### src/rtl/tilt_sensor_reader.sv
// SPI mode-3 master for an ADXL345-style accelerometer: runs a two-write init,
// then periodically burst-reads X/Y and publishes them as 11-bit signed tilt sines.
module tilt_sensor_reader #(
  parameter int unsigned CLK_DIV       = 25,
  parameter int unsigned SAMPLE_PERIOD = 500000
) (
  input  logic        clk,
  input  logic        rst,
  output logic        spi_sclk,
  output logic        spi_cs_n,
  output logic        spi_mosi,
  input  logic        spi_miso,
  output logic [10:0] sin_x,
  output logic [10:0] sin_y,
  output logic        sample_valid,
  output logic        busy
);

  localparam int unsigned DIV_W = (CLK_DIV > 1) ? $clog2(CLK_DIV) : 1;
  localparam int unsigned TMR_W = (SAMPLE_PERIOD > 1) ? $clog2(SAMPLE_PERIOD) : 1;
  localparam logic [DIV_W-1:0] DIV_LAST = DIV_W'(CLK_DIV - 1);
  localparam logic [TMR_W-1:0] TMR_LAST = TMR_W'(SAMPLE_PERIOD - 1);

  typedef enum logic [2:0] {
    S_INIT_PWR,
    S_INIT_FMT,
    S_WAIT,
    S_READ,
    S_UPDATE
  } state_t;

  typedef enum logic [2:0] {
    PH_IDLE,
    PH_SETUP,
    PH_LO,
    PH_HI,
    PH_HOLD,
    PH_GAP
  } phase_t;

  state_t           state, state_n;
  phase_t           phase, phase_n;
  logic [DIV_W-1:0] div_cnt, div_n;
  logic [TMR_W-1:0] tmr, tmr_n;
  logic [2:0]       bit_idx, bit_n;
  logic [2:0]       byte_idx, byte_n;
  logic [2:0]       last_byte;
  logic             mosi_load;
  logic             shift_en;
  logic [7:0]       tx_byte;
  logic [31:0]      rx_sr;

  always_ff @(posedge clk) begin
    if (rst) begin
      state    <= S_INIT_PWR;
      phase    <= PH_IDLE;
      div_cnt  <= '0;
      tmr      <= '0;
      bit_idx  <= '0;
      byte_idx <= '0;
    end else begin
      state    <= state_n;
      phase    <= phase_n;
      div_cnt  <= div_n;
      tmr      <= tmr_n;
      bit_idx  <= bit_n;
      byte_idx <= byte_n;
    end
  end

  // The sample timer free-runs and saturates, so a period shorter than a read
  // simply lets the next read start on the first WAIT cycle.
  always_comb begin
    state_n   = state;
    phase_n   = phase;
    div_n     = div_cnt;
    bit_n     = bit_idx;
    byte_n    = byte_idx;
    tmr_n     = (tmr == TMR_LAST) ? tmr : tmr + TMR_W'(1);
    mosi_load = 1'b0;
    shift_en  = 1'b0;
    last_byte = (state == S_READ) ? 3'd4 : 3'd1;

    if (phase == PH_IDLE) begin
      case (state)
        S_WAIT: begin
          if (tmr == TMR_LAST) begin
            state_n = S_READ;
            phase_n = PH_SETUP;
            div_n   = '0;
            tmr_n   = '0;
          end
        end
        S_UPDATE: state_n = S_WAIT;
        default: begin
          phase_n = PH_SETUP;
          div_n   = '0;
        end
      endcase
    end else if (div_cnt != DIV_LAST) begin
      div_n = div_cnt + DIV_W'(1);
    end else begin
      div_n = '0;
      case (phase)
        PH_SETUP: begin
          phase_n   = PH_LO;
          bit_n     = '0;
          byte_n    = '0;
          mosi_load = 1'b1;
        end
        PH_LO: begin
          phase_n  = PH_HI;
          shift_en = (state == S_READ);
        end
        PH_HI: begin
          if (bit_idx != 3'd7) begin
            phase_n   = PH_LO;
            bit_n     = bit_idx + 3'd1;
            mosi_load = 1'b1;
          end else if (byte_idx != last_byte) begin
            phase_n   = PH_LO;
            bit_n     = '0;
            byte_n    = byte_idx + 3'd1;
            mosi_load = 1'b1;
          end else begin
            phase_n = PH_HOLD;
          end
        end
        PH_HOLD: phase_n = PH_GAP;
        PH_GAP: begin
          phase_n = PH_IDLE;
          case (state)
            S_INIT_PWR: begin
              state_n = S_INIT_FMT;
              phase_n = PH_SETUP;
            end
            S_INIT_FMT: begin
              state_n = S_WAIT;
              tmr_n   = '0;
            end
            S_READ:  state_n = S_UPDATE;
            default: state_n = state;
          endcase
        end
        default: phase_n = PH_IDLE;
      endcase
    end
  end

  always_comb begin
    tx_byte = 8'h00;
    case (state)
      S_INIT_PWR: tx_byte = (byte_n == 3'd0) ? 8'h2D : 8'h08;
      S_INIT_FMT: tx_byte = (byte_n == 3'd0) ? 8'h31 : 8'h00;
      S_READ:     tx_byte = (byte_n == 3'd0) ? 8'hF2 : 8'h00;
      default:    tx_byte = 8'h00;
    endcase
  end

  // SPI pins and sample outputs are registered from the next-state decode so
  // they line up exactly with the phase register.
  always_ff @(posedge clk) begin
    if (rst) begin
      spi_sclk     <= 1'b1;
      spi_cs_n     <= 1'b1;
      spi_mosi     <= 1'b0;
      rx_sr        <= '0;
      sin_x        <= '0;
      sin_y        <= '0;
      sample_valid <= 1'b0;
      busy         <= 1'b1;
    end else begin
      spi_cs_n     <= (phase_n == PH_IDLE) || (phase_n == PH_GAP);
      spi_sclk     <= (phase_n != PH_LO);
      sample_valid <= (state_n == S_UPDATE);
      busy         <= (state_n != S_WAIT);
      if (mosi_load) begin
        spi_mosi <= tx_byte[3'd7 - bit_n];
      end
      if (shift_en) begin
        rx_sr <= {rx_sr[30:0], spi_miso};
      end
      // rx_sr = {X0, X1, Y0, Y1}; keep the low 10 bits of each word, sign-extended
      if (state_n == S_UPDATE) begin
        sin_x <= {rx_sr[17], rx_sr[17:16], rx_sr[31:24]};
        sin_y <= {rx_sr[1], rx_sr[1:0], rx_sr[15:8]};
      end
    end
  end

endmodule

### config.mk
export PLATFORM = sky130hd
export DESIGN_NAME = tilt_sensor_reader
export DESIGN_NICKNAME = d
export VERILOG_FILES = /design/src/rtl/tilt_sensor_reader.sv
export SDC_FILE = /design/constraint.sdc
export NUM_CORES = 1
export LEC_CHECK = 0
export BUFFER_PORTS_ARGS = -buffer_cell sky130_fd_sc_hd__buf_2
export CAP_MARGIN = 40
export CORE_MARGIN = 2
export CORE_UTILIZATION = 54
export DETAILED_ROUTE_END_ITERATION = 6
export PLACE_DENSITY = 0.87
export RECOVER_POWER = 25
export SLEW_MARGIN = 30
export SYNTH_ARGS = -nofsm -noshare
export SYNTH_HDL_FRONTEND = slang
export SYNTH_SLANG_ARGS = --single-unit
### constraint.sdc
create_clock -name clk -period 2.28 [get_ports clk]
set_input_delay 0.114 -clock clk [delete_from_list [all_inputs] [get_ports clk]]
set_output_delay 0.114 -clock clk [all_outputs]
set_load 0.02 [all_outputs]
==> out/results.md <==
• **power per unit of standard cell area** 613 nW/um^2
• **Final nets** 515
• **net count after synthesis** 486
• **critical-path cell with the highest stage delay** dfxtp_2
• **period utilization** 96.4%
• **Largest stage delay, worst path** 0.38 ns
• **Worst Path Required** 2.51 ns
• **number of max-cap violations** 0
• **Port-buffer cells** 29
• **top area cells in the synthesized netlist** dfxtp_1 (46%), nand2_1 (8.0%), nor2_1 (6.9%)
• **type of the worst min-delay path** input port to register
• **most prevalent standard cell on the critical path** and4b_1
• **RSZ-0062 raised after global routing** false
• **number of enable flip-flop cells after synthesis** 0
• **core outline area** 7210 um^2
• **total number of yosys warnings** 0
• **starting density of the core** 55.7%
• **critical path class** register to register
• **remaining design rule violation count** 0
• **maximum buffer depth of the clock tree** 2
• **final instance area** 4540 um^2
• **post-layout total power** 2780 uW
• **area growth from synthesis to layout** 13.0%
• **DPL Wire Length** 5.38 mm
• **root buf cell** clkbuf_8
• **average detailed-routed wire length per instance** 14.0 um
• **worst max-slew margin expressed relative to the limit** 66.4%
• **startpoint types** register
• **Cell Rows** 31
• **number of distinct standard cells referenced by the synthesized netlist** 54
• **number of standard cells after synthesis** 476
• **number of CTS-inserted buffers** 9
• **data arrival time at the worst-slack endpoint** 2.43 ns
• **cell chain of the critical path** inv_1 > ha_1 > and4b_1 > and4b_1 > nand3_1 > nor2_2 > o21ai_4 > clkbuf_16 > mux2i_1 > nor2_1
• **count of endpoints failing setup in the final report** 0
• **final-layout setup total negative slack** 0 ns
• **min cycle time layout** 2.20 ns
• **leading register cell type out of synthesis** dfxtp_1
• **most numerous cell in the Yosys netlist** dfxtp_1
• **leading area contributor after synthesis** dfxtp_1
• **Antenna Diode Count** 0
• **number of antenna violations at the first check in global routing** 0
• **post-detailed-route via-to-cell ratio** 5.58
• **Placer Congestion** 0.873
• **Crit Reg-Reg Startpoint** div_cnt[0]
• **clock slew at the register clock pins of the worst setup and hold paths** 0.10 ns
• **static leakage** 0.00175 uW
• **Clock Sink Count** 93
• **share of final-layout standard cells stronger than drive strength 1** 10.2%
• **Worst Tran Pin Value** 0.504 ns
• **router iterations before antenna repair** 7
• **Antenna Nets Post-Route** 0
• **leading cell types by count after synthesis** dfxtp_1 (93), nand2_1 (86), nor2_1 (74)
• **largest clock skew in the final design** 0.0130 ns
• **Clk Latency, worst-skew pair** 0.36 ns
• **number of cells on the worst hold path** 3
• **post-detailed-routing wire length** 8.52 mm
• **Die ar.** 8150 um^2
• **minimum setup slack in the final design** 0.0814 ns
• **area of placed instances** 4290 um^2
• **vertical die dimension** 90.3 um
• **area share of the leading cell type in the synthesized netlist** 46.3%
• **highest fanout seen on the critical path** 10
• **number of primary I/O pins** 30
• **run status** finished, final reports clean
• **number of global-route vias before repair** 3118
• **pin count of the biggest net entering global routing** 49
• **CP Capture Type** register
• **Remaining Overflow, GRT** 0
• **number of max-slew violations in the final report** 0
• **capturing point of the worst reg2reg path** sin_y[1]
• **FFs w/ async S/R, synth** 0%
• **setup slack, reg-to-reg** 0.08 ns
• **x dimension of the die** 90.3 um
• **Fmax achieved** 0.455 GHz
• **maximum vdd ir drop** 0.274 mV
• **post-synthesis register bit count** 93
• **Post-Synthesis Mean Instance Area** 8.44 um^2
• **worst setup slack before clock tree synthesis** 0.0933 ns
• **first element of the critical path** div_cnt[0]
• **number of hold violations in the final report** 0
• **cell count of the worst reg-to-reg path** 10
• **first-pass GRT wire length** 13.6 mm
• **sequential element share of the synthesized area** 46.3%
• **maximum level of the CTS H-tree** 3
• **via count of the routed design** 3400
• **netlist area before placement** 4020 um^2
• **WHS Endpoint** rx_sr[0]
• **GRT Resource Usage Total** 20.1%
• **startpoint of the most critical hold path** spi_miso
• **first-iteration detailed-routing DRC count** 288
• **clock tree from TritonCTS** yes
[report_power, final]
group	internal, uW	leakage (uW)	switching [uW]	total (uW)
combinational	22.4	0.000896	55.8	78.2
clock	423	0.0000989	637	1060
sequential	1630	0.000751	8.86	1640
total	2080	0.00175	702	2780
[layout make-up]
type,instances,area [um^2]
well taps,99,124
flip-flops and latches,93,1860
repair buffers,45,279
multi-input cells,349,2050
clock buffers,9,124
inverters,7,26.3
fillers,597,2680
clock inverters,7,67.6
[layout by cell type (no fill, tap or decap), drive strengths merged, types with 3 or more instances in the layout]
cell type  instances
dfxtp             93
nand2             87
nor2              74
a21oi             45
clkbuf            38
mux2i             22
nand3             16
buf               16
xor2              12
nor3              12
inv               10
o21ai             10
nand4              7
xnor2              7
ha                 7
nand2b             6
clkinv             4
or3                3
nor3b              3
nor4               3
[what timing repair did]
| item | CTS | global route |
|---|---|---|
| setup endpoints to repair | 0 | 27 |
| buffers inserted | 0 | 1 |
| hold buffers | 0 | 0 |
| gates resized for setup | 0 | 9 |
[kinds of logic (layout without fill, tap and decap cells)]
| logic type | Yosys count | after routing | share of synthesized area [%] |
|---|---|---|---|
| buffers and inverters | 34 | 68 | 3.52 |
| AOI/OAI and AO/OA | 73 | 73 | 11.8 |
| and+or+nand+nor | 228 | 228 | 26.5 |
| xor gates and xnor gates | 19 | 19 | 4.14 |
| muxes | 22 | 22 | 5.57 |
| DFF | 93 | 93 | 46.3 |
| adders and majority gates | 7 | 7 | 2.18 |
[metal layers]
layer	share of wire, %	up-vias	track usage, %	wire [um]
met1	46	1616	24.5	3880
met4	2.4	0	9.49	202
met5	0	-	0	0
met3	3.5	25	3.67	298
met2	49	88	34.3	4140
li1	-	1671	-	-
[state kept, by name, indices dropped and copies added (netlist names)]
| signal | flops |
|---|---|
| spi_sclk | 1 |
| rx_sr | 32 |
| sample_valid | 1 |
| div_cnt | 5 |
| byte_idx | 3 |
| sin_x | 10 |
| spi_mosi | 1 |
| phase | 3 |
| tmr | 19 |
| bit_idx | 3 |
| busy | 1 |
| state | 3 |
| sin_y | 10 |
| spi_cs_n | 1 |
[worst max-delay path, delay by kind of cell, from the launching register on]
kind / cells / cell delay [ns]
fa+ha+maj: 1 / 0.24
mux: 1 / 0.18
flops: 1 / 0.38
buf+inv: 2 / 0.28
simple gates: 5 / 0.75
compound gates: 1 / 0.23
[worst max path at each step]
stage	end	cells past startpoint
2_1_floorplan	spi_mosi	9
3_3_place_gp	spi_mosi	9
3_5_place_dp	spi_mosi	9
4_1_cts	spi_mosi	9
5_1_grt	spi_mosi	9
6_report	sin_y[1]	10
[per-stage QoR]
stage | util [%] | cells | hold slack, ns
after floorplan | - | 476 | 0.254
after global placement | 59.4 | 590 | 0.363
after detailed placement | 59.4 | 590 | 0.393
after CTS | 62.1 | 606 | 0.00262
after global routing | 62.9 | 609 | 0.00798
final | 62.9 | 609 | 0.00537
(Power assumes the default switching activity.)
